==> src/rtl/regfile_wb_sink_pkg.sv <==
// Shared constants, types and helpers for the register file, its scoreboard
// and the pipeline stages that feed it.
package regfile_wb_sink_pkg;

    localparam int RF_DATA_WIDTH = 32;
    localparam int RF_TAG_WIDTH  = 3;
    localparam int RF_NUM_REGS   = 32;
    localparam int REG_IDX_W     = 5;
    localparam int WB_ADDR_W     = 32;

    typedef logic [REG_IDX_W-1:0] reg_idx_t;

    // Instruction identifiers shared by decode and writeback.
    typedef enum logic [5:0] {
        OP_LUI, OP_AUIPC, OP_JAL, OP_JALR,
        OP_BEQ, OP_BNE, OP_BLT, OP_BGE, OP_BLTU, OP_BGEU,
        OP_LB, OP_LH, OP_LW, OP_LBU, OP_LHU,
        OP_SB, OP_SH, OP_SW,
        OP_ADDI, OP_SLTI, OP_SLTIU, OP_XORI, OP_ORI, OP_ANDI,
        OP_SLLI, OP_SRLI, OP_SRAI,
        OP_ADD, OP_SUB, OP_SLL, OP_SLT, OP_SLTU, OP_XOR,
        OP_SRL, OP_SRA, OP_OR, OP_AND,
        OP_FENCE, OP_ECALL, OP_EBREAK
    } opcode_e;

    // Only x0..x31 are addressable; any upper bit set is an illegal target.
    function automatic logic wb_addr_legal(input logic [WB_ADDR_W-1:0] addr);
        return addr[WB_ADDR_W-1:REG_IDX_W] == '0;
    endfunction

endpackage

==> src/rtl/regfile_wb_sink_if.sv <==
// Writeback bus from the writeback stage into the register file.
// wb_en qualifies the beat; the sink has no back-pressure, so every cycle with wb_en high is a transfer.
interface regfile_wb_sink_if #(
    parameter int DATA_WIDTH = 32,
    parameter int TAG_WIDTH  = 3
);
    logic                  wb_en;
    logic [DATA_WIDTH-1:0] wb_out;
    logic [31:0]           wb_addr;
    logic [TAG_WIDTH-1:0]  wb_tag;

    modport master (output wb_en, wb_out, wb_addr, wb_tag);
    modport slave  (input  wb_en, wb_out, wb_addr, wb_tag);
endinterface

==> src/rtl/regfile_wb_sink_scoreboard.sv <==
// Busy/tag scoreboard: set at issue, cleared by a writeback carrying the
// matching tag, wiped on flush. Busy reads are registered.
module regfile_scoreboard
    import regfile_wb_sink_pkg::*;
#(
    parameter int NUM_REGS  = 32,
    parameter int TAG_WIDTH = 3
) (
    input  logic                 clk,
    input  logic                 rst_n,
    input  logic                 flush,
    input  logic                 issue_en,
    input  reg_idx_t             issue_rd,
    input  logic [TAG_WIDTH-1:0] issue_tag,
    input  logic                 wb_commit,
    input  reg_idx_t             wb_idx,
    input  logic [TAG_WIDTH-1:0] wb_tag,
    input  reg_idx_t             rs1_addr,
    input  reg_idx_t             rs2_addr,
    output logic                 rs1_busy,
    output logic                 rs2_busy
);

    logic [NUM_REGS-1:0]  busy;
    logic [TAG_WIDTH-1:0] tags [NUM_REGS];
    logic                 clear_hit;
    logic                 issue_set;
    logic                 busy1_next;
    logic                 busy2_next;

    // An older producer (tag mismatch) must not clear a newer reservation.
    assign clear_hit = wb_commit && busy[wb_idx] && (tags[wb_idx] == wb_tag);
    assign issue_set = issue_en && !flush && (issue_rd != '0);

    always_comb begin
        busy1_next = (rs1_addr != '0) && busy[rs1_addr] && !(clear_hit && (wb_idx == rs1_addr));
        busy2_next = (rs2_addr != '0) && busy[rs2_addr] && !(clear_hit && (wb_idx == rs2_addr));
    end

    always_ff @(posedge clk or negedge rst_n) begin
        if (!rst_n) begin
            busy     <= '0;
            rs1_busy <= 1'b0;
            rs2_busy <= 1'b0;
            for (int i = 0; i < NUM_REGS; i++) tags[i] <= '0;
        end else begin
            rs1_busy <= busy1_next;
            rs2_busy <= busy2_next;
            if (flush) begin
                busy <= '0;
            end else begin
                if (clear_hit) busy[wb_idx] <= 1'b0;
                // Issued after the clear so a same-register issue wins.
                if (issue_set) begin
                    busy[issue_rd] <= 1'b1;
                    tags[issue_rd] <= issue_tag;
                end
            end
        end
    end

endmodule

==> src/rtl/regfile_wb_sink.sv <==
// Architectural register file terminating the writeback bus, with a busy/tag
// scoreboard and two registered, write-bypassed read ports for issue.
module regfile_wb_sink
    import regfile_wb_sink_pkg::*;
#(
    parameter int DATA_WIDTH = RF_DATA_WIDTH,
    parameter int NUM_REGS   = RF_NUM_REGS,
    parameter int TAG_WIDTH  = RF_TAG_WIDTH
) (
    input  logic                   clk,
    input  logic                   rst_n,
    regfile_wb_sink_if.slave       wb,
    input  logic                   flush,
    input  logic                   issue_en,
    input  logic [4:0]             issue_rd,
    input  logic [TAG_WIDTH-1:0]   issue_tag,
    input  logic [4:0]             rs1_addr,
    input  logic [4:0]             rs2_addr,
    output logic [DATA_WIDTH-1:0]  rs1_data,
    output logic [DATA_WIDTH-1:0]  rs2_data,
    output logic                   rs1_busy,
    output logic                   rs2_busy,
    output logic                   wb_addr_err
);

    logic [DATA_WIDTH-1:0] regs [NUM_REGS];
    reg_idx_t              wb_idx;
    logic                  wb_legal;
    logic                  wb_commit;
    logic [DATA_WIDTH-1:0] rd1_next;
    logic [DATA_WIDTH-1:0] rd2_next;

    assign wb_idx    = wb.wb_addr[REG_IDX_W-1:0];
    assign wb_legal  = wb.wb_en && wb_addr_legal(wb.wb_addr);
    // Address 0 is what writeback drives for non-writing instructions.
    assign wb_commit = wb_legal && (wb_idx != '0);

    always_comb begin
        rd1_next = regs[rs1_addr];
        if (rs1_addr == '0)                       rd1_next = '0;
        else if (wb_commit && wb_idx == rs1_addr) rd1_next = wb.wb_out;

        rd2_next = regs[rs2_addr];
        if (rs2_addr == '0)                       rd2_next = '0;
        else if (wb_commit && wb_idx == rs2_addr) rd2_next = wb.wb_out;
    end

    always_ff @(posedge clk or negedge rst_n) begin
        if (!rst_n) begin
            rs1_data    <= '0;
            rs2_data    <= '0;
            wb_addr_err <= 1'b0;
            for (int i = 0; i < NUM_REGS; i++) regs[i] <= '0;
        end else begin
            rs1_data    <= rd1_next;
            rs2_data    <= rd2_next;
            wb_addr_err <= wb.wb_en && !wb_addr_legal(wb.wb_addr);
            if (wb_commit) regs[wb_idx] <= wb.wb_out;
        end
    end

    regfile_scoreboard #(
        .NUM_REGS  (NUM_REGS),
        .TAG_WIDTH (TAG_WIDTH)
    ) u_scoreboard (
        .clk       (clk),
        .rst_n     (rst_n),
        .flush     (flush),
        .issue_en  (issue_en),
        .issue_rd  (issue_rd),
        .issue_tag (issue_tag),
        .wb_commit (wb_commit),
        .wb_idx    (wb_idx),
        .wb_tag    (wb.wb_tag),
        .rs1_addr  (rs1_addr),
        .rs2_addr  (rs2_addr),
        .rs1_busy  (rs1_busy),
        .rs2_busy  (rs2_busy)
    );

endmodule

==> src/flat_wrapper.sv <==
// flat-port wrapper written by rule: the top's interface ports become plain ports
module regfile_wb_sink_flat import regfile_wb_sink_pkg::*;
#(
    parameter int DATA_WIDTH = RF_DATA_WIDTH,
    parameter int NUM_REGS   = RF_NUM_REGS,
    parameter int TAG_WIDTH  = RF_TAG_WIDTH
)
  (clk, rst_n, flush, issue_en, issue_rd, issue_tag, rs1_addr, rs2_addr, rs1_data, rs2_data, rs1_busy, rs2_busy, wb_addr_err, wb_wb_en, wb_wb_out, wb_wb_addr, wb_wb_tag);
  regfile_wb_sink_if #(.DATA_WIDTH(DATA_WIDTH), .TAG_WIDTH(TAG_WIDTH)) wb_i ();
  input  logic clk;
  input  logic rst_n;
  input  logic flush;
  input  logic issue_en;
  input  logic [4:0] issue_rd;
  input  logic [TAG_WIDTH-1:0] issue_tag;
  input  logic [4:0] rs1_addr;
  input  logic [4:0] rs2_addr;
  output logic [DATA_WIDTH-1:0] rs1_data;
  output logic [DATA_WIDTH-1:0] rs2_data;
  output logic rs1_busy;
  output logic rs2_busy;
  output logic wb_addr_err;
  input wire logic [$bits(wb_i.wb_en)-1:0] wb_wb_en;
  input wire logic [$bits(wb_i.wb_out)-1:0] wb_wb_out;
  input wire logic [$bits(wb_i.wb_addr)-1:0] wb_wb_addr;
  input wire logic [$bits(wb_i.wb_tag)-1:0] wb_wb_tag;
  assign wb_i.wb_en = wb_wb_en;
  assign wb_i.wb_out = wb_wb_out;
  assign wb_i.wb_addr = wb_wb_addr;
  assign wb_i.wb_tag = wb_wb_tag;
  regfile_wb_sink #(.DATA_WIDTH(DATA_WIDTH), .NUM_REGS(NUM_REGS), .TAG_WIDTH(TAG_WIDTH)) u_core (.clk(clk), .rst_n(rst_n), .wb(wb_i), .flush(flush), .issue_en(issue_en), .issue_rd(issue_rd), .issue_tag(issue_tag), .rs1_addr(rs1_addr), .rs2_addr(rs2_addr), .rs1_data(rs1_data), .rs2_data(rs2_data), .rs1_busy(rs1_busy), .rs2_busy(rs2_busy), .wb_addr_err(wb_addr_err));
endmodule
==> config.mk <==
export PLATFORM = sky130hd
export DESIGN_NAME = regfile_wb_sink_flat
export DESIGN_NICKNAME = d
export VERILOG_FILES = /design/src/rtl/regfile_wb_sink_pkg.sv /design/src/rtl/regfile_wb_sink_if.sv /design/src/rtl/regfile_wb_sink_scoreboard.sv /design/src/rtl/regfile_wb_sink.sv /design/src/flat_wrapper.sv
export SDC_FILE = /design/constraint.sdc
export NUM_CORES = 2
export LEC_CHECK = 0
export ABC_CLOCK_PERIOD_IN_PS = 2500
export CORE_ASPECT_RATIO = 1.75
export CORE_UTILIZATION = 51
export CTS_CLUSTER_DIAMETER = 120
export CTS_CLUSTER_SIZE = 25
export DETAILED_ROUTE_END_ITERATION = 10
export PLACE_DENSITY = 0.7
export RECOVER_POWER = 50
export SYNTH_ARGS = -nofsm -noshare
export SYNTH_HDL_FRONTEND = slang
export SYNTH_SLANG_ARGS = --single-unit
==> constraint.sdc <==
create_clock -name clk -period 2.5 [get_ports clk]
set_clock_uncertainty 0.05 [all_clocks]
set_input_delay 0.375 -clock clk [delete_from_list [all_inputs] [get_ports clk]]
set_output_delay 0.375 -clock clk [all_outputs]
set_load 0.01 [all_outputs]
==> metrics.md <==
| Metric | Value |
|---|---|
| Clk buf depth | 3 |
| Final period util | 103% |
| Arrival @ worst endpoint | 3.11 ns |
| DR iter-0 viols | 3329 |
| Post-route cell area | 73000 µm² |
| Dominant register cell in the synthesized netlist | dfrtp_1 |
| CTS buffer count | 54 |
| Synthesized area | 63000 µm² |
| Relative slew slack | -38.1% |
| Synthesized Nets | 4040 |
| Drt pass-1 iters | 7 |
| Site Rows | 170 |
| Vias in the first global route | 41.7k |
| GRT Total Usage | 30.6% |
| Die Span Y | 467 µm |
| Final setup viols | 28 |
| Part of the power in registers | 59.6% |
| Status | complete, but fails checks |
| Achievable Freq | 389 MHz |
| Yosys warns | 0 |
| Detailed-route wire length | 187 mm |
| Layout net count | 4350 |
| Max_cap viols | 1 |
| Psw | 8.40 mW |
| Initial Util | 51.4% |
| CP Capture Type | flop |
| Sequential area share after synthesis | 48.4% |
| RSZ-0062 raised after global routing | true |
| Layout cells sized above 1 | 57.6% |
| Clock H-tree levels | 2 |
| Crit Path Max Fanout | 8 |
| Largest net degree at the start of global routing | 83 |
| Clock Power Share | 30.5% |
| Worst-path clk slew | 0.10 ns |
| Worst Path Required | 3.04 ns |
| Die area | 125000 µm² |
| First-pass GRT wire length | 279 mm |
| DRC viols | 0 |
| Via count | 39.1k |
| Detail Placement HPWL | 127 mm |
| Tmin final | 2.57 ns |
| TritonCTS clock tree | yes |
| Initial antenna violation count | 3 |
| DR vias/cell | 6.64 |
| Synth Register Bits | 1219 |
| Synth-to-Final Area Change | 15.8% |
| Tightest Pin Transition | 2.07 ns |
| Avg WL per Cell | 31.7 µm |
| Final core occ | 59.6% |
| LEAKAGE | 34.1 nW |
| DP Area | 71400 µm² |
| Max VDD drop | 0.680 mV |
| Crit path kind | flop to flop |
| Mapped Cells | 3950 |
| DRT antenna net count | 0 |
| # clock sinks | 1219 |
| Clk Latency, worst-skew pair | 0.71 ns |
| Final hold vios | 0 |
| Global route overflow | 0 |
| Hold Crit Class | input port to flop |
| Switching part of the total power | 25.0% |
| Post-Syn Area per Cell | 16.0 µm² |
| Core Box Area | 123000 µm² |
| Final Max Slew Viols | 47 |
| Share of total power in combinational logic | 9.9% |
| Startpoint Class | flop |
| Root Buffer | clkbuf_16 |
| RePlAce Congestion | 0.918 |
| Failing checks | capacitance limit, slew limit, setup timing |
| IO buf count | 156 |
| Final worst slack | -0.0700 ns |
| Synth async-reset ratio | 100% |
| Power Density | 461 nW/µm² |
| Number of I/O pins | 157 |
| Die X | 268 µm |
| Internal power | 25.2 mW |
| EDFF count, synth | 0 |
| Synth unique cells | 42 |
-- power groups by stage --
stage	Combinational (mW)	Clock, mW	Sequential (mW)
6_report	3.34	10.3	20.0
3_5_place_dp	3.35	0	20.4
4_1_cts	3.40	10.5	20.0
5_1_grt	3.56	11.1	20.0
3_3_place_gp	3.32	0	20.4
2_1_floorplan	1.55	0	20.4
-- cells in the final DEF, fill, tap and decap left out, types with 5 or more instances in the layout --
master,n
buf_12,157
buf_4,344
dfrtp_1,1219
clkdlybuf4s50_1,140
nand2_1,22
nor2_1,105
nor3_1,7
o22ai_2,14
or4bb_4,5
buf_8,6
a211oi_1,65
mux4_2,664
a31oi_1,11
mux2i_1,109
nand2_4,27
a22oi_1,11
clkbuf_16,54
mux2_2,1093
nand3_1,9
buf_6,17
nand2b_1,5
clkbuf_4,9
nor4_1,9
a21oi_2,15
clkbuf_2,9
nor2b_1,10
a21oi_1,23
o22ai_1,16
xnor2_1,6
-- kinds of logic after synthesis --
| kind of cell | share of synthesized area [%] |
|---|---|
| mux | 45.1 |
| flops | 48.4 |
| buf+inv | 2.67 |
| simple gates | 2.05 |
| compound gates | 1.67 |
| xor+xnor | 0.153 |
-- critical path, cell delays in order (launching register included) --
cell and delay [ns]:
dfrtp_1 0.40, mux2i_2 0.25, o22ai_2 0.13, nor4_2 0.35
a21oi_1 0.13, or4_4 0.55, buf_12 0.16, nor4_4 0.14
buf_6 0.19, a31oi_1 0.10
-- sequential cells by signal, summed over array words and instances, names as in the netlist --
name	count
u_core.regs	1024
u_core.u_scoreboard.tags	96
u_core.u_scoreboard.rs1_busy	1
u_core.u_scoreboard.busy	32
u_core.rs2_data	32
u_core.rs1_data	32
u_core.wb_addr_err	1
u_core.u_scoreboard.rs2_busy	1
-- final cells by class --
type	count	area [µm²]
fillers	9374	49600
multi-input cells	2293	31400
flip-flops and latches	1219	30500
repair buffers	691	7620
well taps	1634	2040
clock buffers	54	1350
clock inverters	4	42.5
diodes	2	5.00
inverters	1	3.75
-- synth_stat cells, drive strengths merged, types with 6 or more instances --
library cell / count / area [µm²]
dfrtp: 1219 / 30500
mux2: 1093 / 12300
mux4: 664 / 15000
clkbuf: 275 / 1030
buf: 162 / 644
mux2i: 114 / 1140
nor2: 107 / 402
a211oi: 66 / 495
nand2: 49 / 184
a21oi: 38 / 190
o22ai: 30 / 188
nor4: 17 / 166
a31oi: 13 / 81.3
nor3: 12 / 60.1
a22oi: 11 / 82.6
nand3: 11 / 55.1
nor2b: 10 / 62.6
or4bb: 6 / 67.6
xnor2: 6 / 52.6
-- layer usage --
metal | vias up | routed length (µm) | GRT usage [%]
li1 | 15904 | - | -
met1 | 21452 | 70600 | 39.4
met2 | 1404 | 96900 | 52.8
met3 | 379 | 10500 | 3.65
met4 | 0 | 8610 | 12.3
met5 | - | 0 | 0
-- repair_timing --
action	4_1_cts	5_1_grt
hold buffers	1	0
cloned	2	0
pin swaps	5	15
endpoints found under the setup margin	34	117
setup buffers	3	0
hold endpoints to repair	278	0
gates resized for setup	39	29
-- path summary, 6_finish.rpt --
kind / from / to / slack [ns] / cells past startpoint
min in group asynchronous: rst_n / u_core.regs[585] / 0.68 / 2
worst min register to register: u_core.u_scoreboard.tags[95] / u_core.u_scoreboard.tags[95] / 0.34 / 0
worst max-delay path: u_core.u_scoreboard.tags[40] / u_core.u_scoreboard.busy[6] / -0.07 / 9
max in group asynchronous: rst_n / u_core.regs[565] / 0.11 / 3
worst min-delay path: rs2_addr[4] / u_core.u_scoreboard.rs2_busy / 0.04 / 3
worst max register to register: u_core.u_scoreboard.tags[40] / u_core.u_scoreboard.busy[6] / -0.07 / 9
-- through the flow --
stage	hold slack [ns]	setup WS [ns]	setup TNS (ns)	total power, mW	cells
2_1_floorplan	0.0294	-0.282	-5.66	21.9	3950
3_3_place_gp	0.262	-0.898	-514.55	23.7	5832
3_5_place_dp	0.257	-0.870	-527.58	23.8	5832
4_1_cts	0.000443	-0.00912	-0.0169	33.9	5896
5_1_grt	0.0440	-0.180	-11.70	34.7	5897
6_report	0.0400	-0.0700	-0.840	33.6	5898
No activity file was read; power rests on OpenSTA's default activity.
